===== src/rtl/detect_event_counter_if.sv =====
// Bundle between the sequence-detector side and the event counter.
//   det_in      : detector output level (master -> slave)
//   clear       : synchronous clear of count/overflow (master -> slave)
//   hold        : freeze counting, events dropped (master -> slave)
//   count       : current event count (slave -> master)
//   seg         : 7-segment pattern {dp,g,f,e,d,c,b,a}, active-high (slave -> master)
//   event_pulse : one-cycle pulse per counted event (slave -> master)
//   overflow    : sticky wrap flag (slave -> master)
interface detect_event_counter_if #(
  parameter int NBITS_SEG = 8
);
  logic                 det_in;
  logic                 clear;
  logic                 hold;
  logic [3:0]           count;
  logic [NBITS_SEG-1:0] seg;
  logic                 event_pulse;
  logic                 overflow;

  modport master (output det_in, clear, hold,
                  input  count, seg, event_pulse, overflow);
  modport slave  (input  det_in, clear, hold,
                  output count, seg, event_pulse, overflow);
endinterface


===== src/rtl/detect_event_counter.sv =====
// Counts rising assertions of the "three consecutive 1s" detector output and
// shows the count as a hex digit on a 7-segment display, with the decimal
// point used as a sticky wrap-around flag.
//   clk_2  : system clock
//   reset  : synchronous, active-high reset
//   bus    : slave side of detect_event_counter_if (det_in/clear/hold in,
//            count/seg/event_pulse/overflow out)
// All outputs are registered; seg is decoded from the next-state count so it
// changes on the same edge as count.
module detect_event_counter #(
  parameter int CNT_MAX   = 9,  // last value before wrap, 1..15
  parameter int NBITS_SEG = 8
) (
  input  logic                  clk_2,
  input  logic                  reset,
  detect_event_counter_if.slave bus
);

  localparam logic [0:0] IDLE   = 1'b0;
  localparam logic [0:0] ACTIVE = 1'b1;
  localparam logic [3:0] CMAX   = 4'(CNT_MAX);

  logic [0:0]           state_q, state_d;
  logic [3:0]           count_q, count_d;
  logic                 ovf_q, ovf_d;
  logic                 pulse_q, pulse_d;
  logic [NBITS_SEG-1:0] seg_q, seg_d;
  logic                 new_event;
  logic [6:0]           pat;

  // A high level of any length is one event; re-arm needs a low cycle.
  always_comb begin
    state_d = state_q;
    case (state_q)
      IDLE:    if (bus.det_in)  state_d = ACTIVE;
      ACTIVE:  if (!bus.det_in) state_d = IDLE;
      default: state_d = IDLE;
    endcase
  end

  assign new_event = (state_q == IDLE) && bus.det_in;

  // Clear beats hold and beats a coincident event; hold drops the event
  // outright (the FSM still goes ACTIVE, so it is not replayed later).
  always_comb begin
    count_d = count_q;
    ovf_d   = ovf_q;
    pulse_d = 1'b0;
    if (bus.clear) begin
      count_d = 4'd0;
      ovf_d   = 1'b0;
    end else if (new_event && !bus.hold) begin
      pulse_d = 1'b1;
      if (count_q == CMAX) begin
        count_d = 4'd0;
        ovf_d   = 1'b1;
      end else begin
        count_d = count_q + 4'd1;
      end
    end
  end

  // {g,f,e,d,c,b,a}
  always_comb begin
    case (count_d)
      4'h0: pat = 7'h3F;
      4'h1: pat = 7'h06;
      4'h2: pat = 7'h5B;
      4'h3: pat = 7'h4F;
      4'h4: pat = 7'h66;
      4'h5: pat = 7'h6D;
      4'h6: pat = 7'h7D;
      4'h7: pat = 7'h07;
      4'h8: pat = 7'h7F;
      4'h9: pat = 7'h6F;
      4'hA: pat = 7'h77;
      4'hB: pat = 7'h7C;
      4'hC: pat = 7'h39;
      4'hD: pat = 7'h5E;
      4'hE: pat = 7'h79;
      default: pat = 7'h71;
    endcase
  end

  assign seg_d = NBITS_SEG'({ovf_d, pat});

  always_ff @(posedge clk_2) begin
    if (reset) begin
      state_q <= IDLE;
      count_q <= 4'd0;
      ovf_q   <= 1'b0;
      pulse_q <= 1'b0;
      seg_q   <= NBITS_SEG'(8'h3F);
    end else begin
      state_q <= state_d;
      count_q <= count_d;
      ovf_q   <= ovf_d;
      pulse_q <= pulse_d;
      seg_q   <= seg_d;
    end
  end

  assign bus.count       = count_q;
  assign bus.seg         = seg_q;
  assign bus.event_pulse = pulse_q;
  assign bus.overflow    = ovf_q;

endmodule


===== src/flat_wrapper.sv =====
// flat-port wrapper written by rule: the top's interface ports become plain ports
module detect_event_counter_flat 
#(
  parameter int CNT_MAX   = 9,                                  
  parameter int NBITS_SEG = 8
)
  (clk_2, reset, bus_det_in, bus_clear, bus_hold, bus_count, bus_seg, bus_event_pulse, bus_overflow);
  detect_event_counter_if #(.NBITS_SEG(NBITS_SEG)) bus_i ();
  input  logic clk_2;
  input  logic reset;
  input wire logic [$bits(bus_i.det_in)-1:0] bus_det_in;
  input wire logic [$bits(bus_i.clear)-1:0] bus_clear;
  input wire logic [$bits(bus_i.hold)-1:0] bus_hold;
  output wire logic [$bits(bus_i.count)-1:0] bus_count;
  output wire logic [$bits(bus_i.seg)-1:0] bus_seg;
  output wire logic [$bits(bus_i.event_pulse)-1:0] bus_event_pulse;
  output wire logic [$bits(bus_i.overflow)-1:0] bus_overflow;
  assign bus_i.det_in = bus_det_in;
  assign bus_i.clear = bus_clear;
  assign bus_i.hold = bus_hold;
  assign bus_count = bus_i.count;
  assign bus_seg = bus_i.seg;
  assign bus_event_pulse = bus_i.event_pulse;
  assign bus_overflow = bus_i.overflow;
  detect_event_counter #(.CNT_MAX(CNT_MAX), .NBITS_SEG(NBITS_SEG)) u_core (.clk_2(clk_2), .reset(reset), .bus(bus_i));
endmodule

===== config.mk =====
export PLATFORM = sky130hd
export DESIGN_NAME = detect_event_counter_flat
export DESIGN_NICKNAME = d
export VERILOG_FILES = /design/src/rtl/detect_event_counter_if.sv /design/src/rtl/detect_event_counter.sv /design/src/flat_wrapper.sv
export SDC_FILE = /design/constraint.sdc
export NUM_CORES = 1
export LEC_CHECK = 0
export BUFFER_PORTS_ARGS = -buffer_cell sky130_fd_sc_hd__buf_2
export CAP_MARGIN = 20
export CORE_AREA = 4 4 54 56
export DETAILED_ROUTE_END_ITERATION = 10
export DIE_AREA = 0 0 58 60
export PLACE_DENSITY = 0.5
export RECOVER_POWER = 25
export SLEW_MARGIN = 10
export SYNTH_ARGS = -nofsm -noshare
export SYNTH_HDL_FRONTEND = slang
export SYNTH_SLANG_ARGS = --single-unit

===== constraint.sdc =====
create_clock -name clk_2 -period 3 [get_ports clk_2]
set_input_delay 0.15 -clock clk_2 [delete_from_list [all_inputs] [get_ports clk_2]]
set_output_delay 0.15 -clock clk_2 [all_outputs]
set_load 0.01 [all_outputs]

==> results.json <==
{
  "setup_viol_count_final": 0,
  "muxShareOfSynthArea_pct": 0,
  "max_cap_viol_count": 0,
  "place_hpwl_um": 1460,
  "finalClockSkew_ns": 0.00574,
  "synth_xor_area_share_pct": 3.19,
  "syn_area_per_cell_um2": 8.50,
  "required_ns": 3.17,
  "overflow": 0,
  "ys_types": 31,
  "status": "completed",
  "io_buffers": 18,
  "finalHoldViolCount": 0,
  "vdd_drop_max_uv": 175,
  "worst-r2r-cell-count": 9,
  "postLayoutCellArea_um2": 966,
  "synthAdderAreaFrac_pct": 13.7,
  "antenna_found_initial": 0,
  "ys_seq_area_share_pct": 34.0,
  "num_rows": 18,
  "die-width_um": 58,
  "slowest_delay_ns": 0.45,
  "vias": 791,
  "postCtsSetupBuffers": 0,
  "hold_path.startpoint": "bus_clear",
  "cts_hold_buf": 0,
  "regToRegStartpoint": "u_core.bus.count[1]",
  "final-max-slew-violation-count": 0,
  "timing.rr.end": "u_core.bus.seg[1]",
  "cp_slowest_cell": "a41oi_2",
  "die_h_um": 60,
  "numCtsBuffers": 3,
  "die-area_um2": 3480,
  "antenna_cells": 0,
  "cts_resized": 0,
  "rsz0062_at_grt": "false",
  "power_density_nw_per_um2": 384,
  "leakagePower_nw": 0.392,
  "cts.sink_count": 14,
  "core_um2": 2430,
  "clk_path_buf_depth": 2,
  "drt_iter0_markers": 21,
  "drive_above_1_share_pct": 17.2,
  "synth_top_family_by_area": "compound AO/OA/AOI/OAI gates",
  "ys_async_sr_fraction_pct": 0,
  "dp_cells": 142,
  "layout.nets": 131,
  "yosysWarnings": 0,
  "cts_tree": "built",
  "via_per_inst": 5.42,
  "clkSlewWorstSetupHoldPaths_ns": 0.09,
  "ant_nets": 0,
  "pin_count": 19,
  "place_area_um2": 938,
  "cp_cell_sequence": "inv_1, ha_1, a41oi_2, nand2_1, inv_1, ha_1, o211ai_2, nand2_2, or3_1",
  "syn-instance-count": 97,
  "critical_path.startpoint_type": "flip-flop",
  "syn_to_final_growth_pct": 17.1,
  "drtPass1Iterations": 4,
  "worst-setup-path-type": "reg -> reg",
  "synth-main-ff-cell": "dfxtp_1",
  "hold_class": "in -> reg",
  "fillers": 265,
  "setup_ws_ns": 0.432,
  "drc": 0,
  "hold_depth": 2,
  "fin_tns_setup_ns": 0,
  "crit_path_end_kind": "flip-flop",
  "htree_levels": 1,
  "total_power_mw": 0.371,
  "cp_data_arrival_time_ns": 2.74,
  "start_util_pct": 33.9,
  "synth-seq-cells": 14,
  "netlist_area_um2": 825,
  "cts_root_buf": "clkbuf_4",
  "timing.final.crit_share_pct": 85.6,
  "min_period_ns": 2.57,
  "syn_nets": 111,
  "tightest_slew_ns": 0.734,
  "slew_headroom_pct": 50.6,
  "critPathLaunch": "u_core.bus.count[1]",
  "clk-insertion-delay-late_ns": 0.29,
  "layout.cells.non_filler": 146,
  "routedWlPerCell_um": 13.3,
  "synth_compound_area_share_pct": 22.6,
  "fmax_ghz": 0.389,
  "grt.total_usage_pct": 11.9,
  "hold_end": "u_core.bus.event_pulse",
  "grt_start_max_net_pins": 12,
  "crit_fanout": 10,
  "grt_pass1_vias": 704,
  "post-route-util_pct": 39.7,
  "dp_slack_ns": 0.456,
  "synth_edf_count": 0,
  "rrSetupSlack_ns": 0.43,
  "grt_pass1_wl_um": 3180,
  "gp_congestion": 0.899,
  "wirelength_um": 1940,
  "synthSimpleGateAreaFrac_pct": 21.2,
  "hold_ws_ns": 0.0966
}
[Yosys cell counts (2+ instances only)]
library cell	count	area share, %
a21oi_1	9	5.5
dfxtp_1	14	34
ha_1	9	14
inv_1	6	2.7
nand2_1	5	2.3
nand3_1	5	3.0
nand4_1	2	1.5
nor2_1	10	4.6
nor3_1	3	1.8
o211ai_1	4	3.6
o21ai_0	5	3.0
o221ai_1	2	2.1
or3_1	3	2.3
xnor2_1	3	3.2
[sequential cells by signal, summed over array words and instances, names as in the netlist]
| signal | count |
|---|---|
| u_core.bus.count | 4 |
| u_core.bus.event_pulse | 1 |
| u_core.bus.seg | 8 |
| u_core.state_q | 1 |
[metal layers]
metal | up-vias | wire [µm] | global-route usage, %
met5 | - | 0 | 0
met4 | 0 | 59 | 7.95
met3 | 7 | 133 | 1.51
met2 | 38 | 910 | 19.4
met1 | 357 | 841 | 14.8
li1 | 389 | - | -
[report_power, final]
part	switching, mW	total, mW	internal [mW]
combinational	0.0258	0.0419	0.0161
sequential	0.00221	0.193	0.190
clock	0.0629	0.137	0.0740
total	0.0909	0.371	0.280
[cell usage in the layout, fill, tap and decap left out, drive strengths merged, types with 2 or more instances in the layout]
cell and n:
nor2 10, ha 9, nand2 6, nand3 5, inv 6, o21ai 5
or3 3, xnor2 3, nand4 2, o221ai 2, nor3 3, buf 12
o211ai 5, a21oi 9, clkbuf 11, dfxtp 14
[worst max-delay path, delay by kind of cell, from the launching register on]
kind | cells | cell delay (ns)
adder cells (fa/ha/maj) | 2 | 0.47
AO/OA/AOI/OAI | 2 | 0.65
flip-flops | 1 | 0.39
AND/OR/NAND/NOR | 3 | 0.71
buffers and inverters | 2 | 0.23
[worst max-delay path by stage]
stage                                    to  slack (ns)  cells after the start
after floorplan           u_core.bus.seg[1]        0.68                      8
after global placement    u_core.bus.seg[1]        0.56                      9
after detailed placement  u_core.bus.seg[1]        0.46                      9
after CTS                 u_core.bus.seg[1]        0.41                      9
after global routing      u_core.bus.seg[1]        0.24                      9
final                     u_core.bus.seg[1]        0.43                      9
[cell families (layout without fill, tap and decap cells)]
logic type / count (synthesis) / count (layout)
adder cells (fa/ha/maj): 9 / 9
buffers and inverters: 10 / 29
flip-flops: 14 / 14
XOR/XNOR: 3 / 3
AO/OA/AOI/OAI: 27 / 27
AND/OR/NAND/NOR: 34 / 34
[final cells by class]
cell class / count / area [µm²] / area share (%)
clock buffers: 4 / 36.3 / 3.76
inverters: 6 / 22.5 / 2.33
repair buffers: 19 / 88.8 / 9.20
flip-flops and latches: 14 / 280 / 29.0
well taps: 30 / 37.5 / 3.89
multi-input cells: 73 / 500 / 51.8
Note: power is estimated with default switching activity, not from simulation.
